`config.mk`:
```
export PLATFORM = sky130hd
export DESIGN_NAME = uart_rx
export DESIGN_NICKNAME = d
export VERILOG_FILES = /design/src/rtl/uart_rx.sv
export SDC_FILE = /design/constraint.sdc
export NUM_CORES = 1
export LEC_CHECK = 0
export ABC_CLOCK_PERIOD_IN_PS = 2700
export BUFFER_PORTS_ARGS = -buffer_cell sky130_fd_sc_hd__buf_2
export CAP_MARGIN = 20
export CELL_PAD_IN_SITES_DETAIL_PLACEMENT = 1
export CELL_PAD_IN_SITES_GLOBAL_PLACEMENT = 1
export CORE_MARGIN = 3
export CORE_UTILIZATION = 48
export CTS_CLUSTER_DIAMETER = 40
export DETAILED_ROUTE_END_ITERATION = 16
export PLACE_DENSITY_LB_ADDON = 0.1
export SYNTH_ARGS = -nofsm -noshare
export SYNTH_HDL_FRONTEND = slang
export SYNTH_SLANG_ARGS = --single-unit
```
`constraint.sdc`:
```
create_clock -name clk -period 2.7 [get_ports clk]
set_input_delay 0.405 -clock clk [delete_from_list [all_inputs] [get_ports clk]]
set_output_delay 0.405 -clock clk [all_outputs]
set_load 0.02 [all_outputs]
```
`src/rtl/uart_rx.sv`:
```
// UART receiver: 8N1 deserialiser with a 2-FF synchroniser and mid-bit sampling.
// Define UART_RX_PARITY_EN to add one even-parity bit between data and stop.
module uart_rx #(
  parameter int unsigned bps = 5208
) (
  input  logic       clk,
  input  logic       rst_n,
  input  logic       rx_uart,
  output logic [7:0] dout,
  output logic       dout_vld,
  output logic       frame_err,
  output logic       busy
);

  localparam logic [15:0] BIT_END = 16'(bps - 1);
  localparam logic [15:0] BIT_MID = 16'(bps / 2 - 1);

  typedef enum logic [2:0] {
    IDLE   = 3'd0,
    START  = 3'd1,
    DATA   = 3'd2,
    STOP   = 3'd3,
`ifdef UART_RX_PARITY_EN
    PARITY = 3'd5,
`endif
    BREAK  = 3'd4
  } state_t;

  state_t      state;
  state_t      state_nxt;

  logic        rx_s1;
  logic        rx_s2;
  logic        rx_s3;
  logic        line;
  logic        fall;

  logic [15:0] cnt0;
  logic [2:0]  cnt1;
  logic [7:0]  shreg;
  logic        mid;
  logic        bit_end;
  logic        run;
  logic        par_ok;
  logic        vld_nxt;
  logic        err_nxt;

  // rx_s3 holds the previous synchronised sample for edge detection
  always_ff @(posedge clk or negedge rst_n) begin
    if (!rst_n) begin
      rx_s1 <= 1'b1;
      rx_s2 <= 1'b1;
      rx_s3 <= 1'b1;
    end else begin
      rx_s1 <= rx_uart;
      rx_s2 <= rx_s1;
      rx_s3 <= rx_s2;
    end
  end

  assign line    = rx_s2;
  assign fall    = rx_s3 & ~rx_s2;
  assign mid     = (cnt0 == BIT_MID);
  assign bit_end = (cnt0 == BIT_END);
  assign busy    = (state != IDLE);

`ifdef UART_RX_PARITY_EN
  logic par_bit;

  always_ff @(posedge clk or negedge rst_n) begin
    if (!rst_n) begin
      par_bit <= 1'b0;
    end else if (state == PARITY && mid) begin
      par_bit <= line;
    end
  end

  assign par_ok = ~^{shreg, par_bit};
`else
  assign par_ok = 1'b1;
`endif

  always_ff @(posedge clk or negedge rst_n) begin
    if (!rst_n) begin
      state <= IDLE;
    end else begin
      state <= state_nxt;
    end
  end

  always_comb begin
    state_nxt = state;
    case (state)
      IDLE: begin
        if (fall) state_nxt = START;
      end
      START: begin
        if (mid && line) state_nxt = IDLE;
        else if (bit_end) state_nxt = DATA;
      end
      DATA: begin
        if (bit_end && cnt1 == 3'd7) begin
`ifdef UART_RX_PARITY_EN
          state_nxt = PARITY;
`else
          state_nxt = STOP;
`endif
        end
      end
`ifdef UART_RX_PARITY_EN
      PARITY: begin
        if (bit_end) state_nxt = STOP;
      end
`endif
      STOP: begin
        if (mid) state_nxt = line ? IDLE : BREAK;
      end
      BREAK: begin
        if (line) state_nxt = IDLE;
      end
      default: state_nxt = IDLE;
    endcase
  end

  // a bad stop or bad parity yields exactly one error strobe per frame
  always_comb begin
    run     = 1'b0;
    vld_nxt = 1'b0;
    err_nxt = 1'b0;
    case (state)
      START, DATA: run = 1'b1;
`ifdef UART_RX_PARITY_EN
      PARITY: run = 1'b1;
`endif
      STOP: begin
        run = 1'b1;
        if (mid) begin
          vld_nxt = line & par_ok;
          err_nxt = ~(line & par_ok);
        end
      end
      default: run = 1'b0;
    endcase
  end

  always_ff @(posedge clk or negedge rst_n) begin
    if (!rst_n) begin
      cnt0 <= '0;
    end else if (!run || bit_end || state_nxt != state) begin
      cnt0 <= '0;
    end else begin
      cnt0 <= cnt0 + 16'd1;
    end
  end

  always_ff @(posedge clk or negedge rst_n) begin
    if (!rst_n) begin
      cnt1 <= '0;
    end else if (state != DATA) begin
      cnt1 <= '0;
    end else if (bit_end) begin
      cnt1 <= cnt1 + 3'd1;
    end
  end

  always_ff @(posedge clk or negedge rst_n) begin
    if (!rst_n) begin
      shreg <= '0;
    end else if (state == DATA && mid) begin
      shreg[cnt1] <= line;
    end
  end

  always_ff @(posedge clk or negedge rst_n) begin
    if (!rst_n) begin
      dout      <= '0;
      dout_vld  <= 1'b0;
      frame_err <= 1'b0;
    end else begin
      dout_vld  <= vld_nxt;
      frame_err <= err_nxt;
      if (vld_nxt) dout <= shreg;
    end
  end

endmodule

```
==> flow_metrics.env <==
export IMPL_status="finished, final reports clean"
export IMPL_post_cts_buffers=0
export IMPL_drv_cap=0
export IMPL_numCtsBuffers=5
export IMPL_routed_wl_um=4490
export IMPL_synth_top_area_share_pct=49.2
export IMPL_p_clk_share_pct=35.5
export IMPL_place_port_buffers=13
export IMPL_pwr_share_seq_pct=54.0
export IMPL_placed_area_um2=2150
export IMPL_finClkSkew_ns=0.0112
export IMPL_drt_initial_drc_count=65
export IMPL_h_tree_depth=2
export IMPL_synth_area_leaders="dfrtp_1, mux2_2, nor3_1"
export IMPL_syn_num_nets=181
export IMPL_via_per_inst=5.92
export IMPL_stdcell_count=243
export IMPL_num_antenna_cells=0
export IMPL_pre_cts_slack_ns=0.454
export IMPL_die_h_um=71.1
export IMPL_dominantRegCellSynth="dfrtp_1"
export IMPL_finalCritPeriodShare_pct=84.0
export IMPL_tns_ns=0
export IMPL_intPower_mw=1.07
export IMPL_placedCellCount=235
export IMPL_fmax_mhz=441
export IMPL_swShare_pct=26.7
export IMPL_whs_ns=0.206
export IMPL_wl_per_cell_um=18.5
export IMPL_die_area_um2=5060
export IMPL_worstMarginPinSlew_ns=0.940
export IMPL_clk_pin_slew_ns=0.08
export IMPL_nets=198
export IMPL_synth_distinct_cells=36
export IMPL_grt_max_degree=44
export IMPL_area_delta_synth_final_pct=11.6
export IMPL_clockBufferDepth=2
export IMPL_dpl_hpwl_um=3120
export IMPL_core_area_um2=4060
export IMPL_yosysTopAreaCell="dfrtp_1"
export IMPL_cts_hold_buf=0
export IMPL_ys_seq_area_share_pct=53.0
export IMPL_rsz0062_at_grt="no"
export IMPL_dr_pass1_iters=4
export IMPL_grt_pass1_wl_um=7950
export IMPL_numClockSinks=43
export IMPL_crit_type="reg -> reg"
export IMPL_num_io_pins=14
export IMPL_clk_insertion_delay_late_ns=0.30
export IMPL_slew_viol_final=0
export IMPL_async_reset_ff_share_pct=100
export IMPL_power_leakage_nw=0.975
export IMPL_synth_cells=175
export IMPL_final_antenna_net_count=0
export IMPL_fill_cells=438
export IMPL_gr_total_overflow=0
export IMPL_post_route_cell_area_um2=2270
export IMPL_arrival_ns=2.44
export IMPL_rows=23
export IMPL_yosysWarnings=0
export IMPL_yosys_top_cells_count="dfrtp_1, nor3_1, mux2_2"
export IMPL_die_w_um=71.1
export IMPL_drive_gt1_share_pct=25.9
export IMPL_cp_max_fo=13
export IMPL_startpoint_type="flop"
export IMPL_ys_ff_latch=43
export IMPL_cts_resized=0
export IMPL_start_util_pct=50.2
export IMPL_synth_area_per_cell_um2=11.6
export IMPL_via_count=1439
export IMPL_hold_violations=0
export IMPL_p_per_area_nw_per_um2=642
export IMPL_grt_usage_pct=19.8
export IMPL_pwr_share_comb_pct=10.5
export IMPL_clockRootBuffer="clkbuf_8"
export IMPL_synth_edf_count=0
export IMPL_cts_tree="done"
export IMPL_power_switching_uw=390
export IMPL_setup_slack_ns=0.433
export IMPL_finalSetupViolations=0
export IMPL_drc=0
export IMPL_antenna_found_initial=0
export IMPL_grt_pass1_vias=1580
export IMPL_syn_area_um2=2040
export IMPL_hold_class="in -> reg"
export IMPL_yosysMostFrequentCell="dfrtp_1"
export IMPL_slew_headroom_pct=37.3
export IMPL_max_vdd_ir_drop_mv=0.382
export IMPL_required_ns=2.87
export IMPL_min_period_ns=2.27
export IMPL_cp_end_kind="flop"
export IMPL_place_gp_congestion=0.760
[per-layer routing]
layer	wire (um)	global-route usage [%]
met1	2100	27.1
met2	2260	32.6
met3	114	4.55
met4	17	3.97
met5	0	0
[worst paths after layout]
| path | startpoint | endpoint | slack [ns] | cells past startpoint |
|---|---|---|---|---|
| max | cnt0[0] | dout[7] | 0.43 | 6 |
| max in group asynchronous | rst_n | cnt0[8] | 1.86 | 1 |
| min | rx_uart | rx_s1 | 0.21 | 1 |
| min in group asynchronous | rst_n | state[1] | 0.25 | 1 |
| min reg2reg | rx_s1 | line | 0.36 | 0 |
| max reg2reg | cnt0[0] | dout[7] | 0.43 | 6 |
[layout by cell type (no fill, tap or decap), types with 2 or more instances in the layout]
cell      netlist  layout
nor2_1          9       9
buf_4           0       3
xor2_1          2       2
a21o_1          2       2
nand4_1         4       4
nand2_1         7       7
dfstp_2         3       3
clkbuf_8        0       6
buf_2           2      13
nor3_1         21      21
nor4_1          9       9
ha_1            3       3
nand4b_1        2       2
nand2b_1        2       2
mux2_2         16      16
dfrtp_1        40      40
nor4b_1         5       5
mux2i_1         2       2
nor3b_1         2       2
inv_1           5       5
or3_1           3       3
nand3_1         7       7
xnor2_1        12      12
[registers in the layout (all words and copies together), names as in the netlist]
register   cells
rx_s3          1
dout           8
frame_err      1
rx_s1          1
cnt1           3
cnt0          16
shreg          8
dout_vld       1
line           1
state          3
[power groups by stage]
| stage | clock [mW] | combinational [mW] | sequential, mW |
|---|---|---|---|
| 5_1_grt | 0.557 | 0.176 | 0.799 |
| 2_1_floorplan | 0 | 0.140 | 0.755 |
| 6_report | 0.518 | 0.154 | 0.787 |
| 4_1_cts | 0.528 | 0.156 | 0.785 |
| 3_5_place_dp | 0 | 0.155 | 0.793 |
| 3_3_place_gp | 0 | 0.147 | 0.789 |
[metrics by stage]
step | utilization, % | total power [mW]
after floorplan | - | 0.896
after global placement | 53.1 | 0.936
after detailed placement | 53.1 | 0.947
after CTS | 56.0 | 1.47
after global routing | 56.0 | 1.53
final | 56.0 | 1.46
[critical path, stage by stage (launching register included)]
cell	delay, ns
dfrtp_1	0.42
ha_1	0.28
nor4b_1	0.28
nand4_1	0.14
buf_4	0.22
nor3_4	0.42
mux2_2	0.40
[layout make-up]
type | count | area [um2] | area share (%)
tap | 50 | 62.6 | 2.75
clock inverter | 2 | 35.0 | 1.54
multi-input combinational | 121 | 905 | 39.8
timing repair buffer | 16 | 87.6 | 3.86
inverter | 5 | 18.8 | 0.826
sequential | 43 | 1080 | 47.5
clock buffer | 6 | 82.6 | 3.64
[kinds of logic (layout without fill, tap and decap cells)]
logic type	count (synthesis)	in the layout	synth area share (%)
adders and majority gates	3	3	1.84
muxes	18	18	9.83
xor gates and xnor gates	14	14	6.02
DFF	43	43	53.0
and+or+nand+nor	77	77	22.9
AOI/OAI and AO/OA	9	9	3.81
buffers and inverters	11	29	2.52
Note: power is estimated with default switching activity, not from simulation.
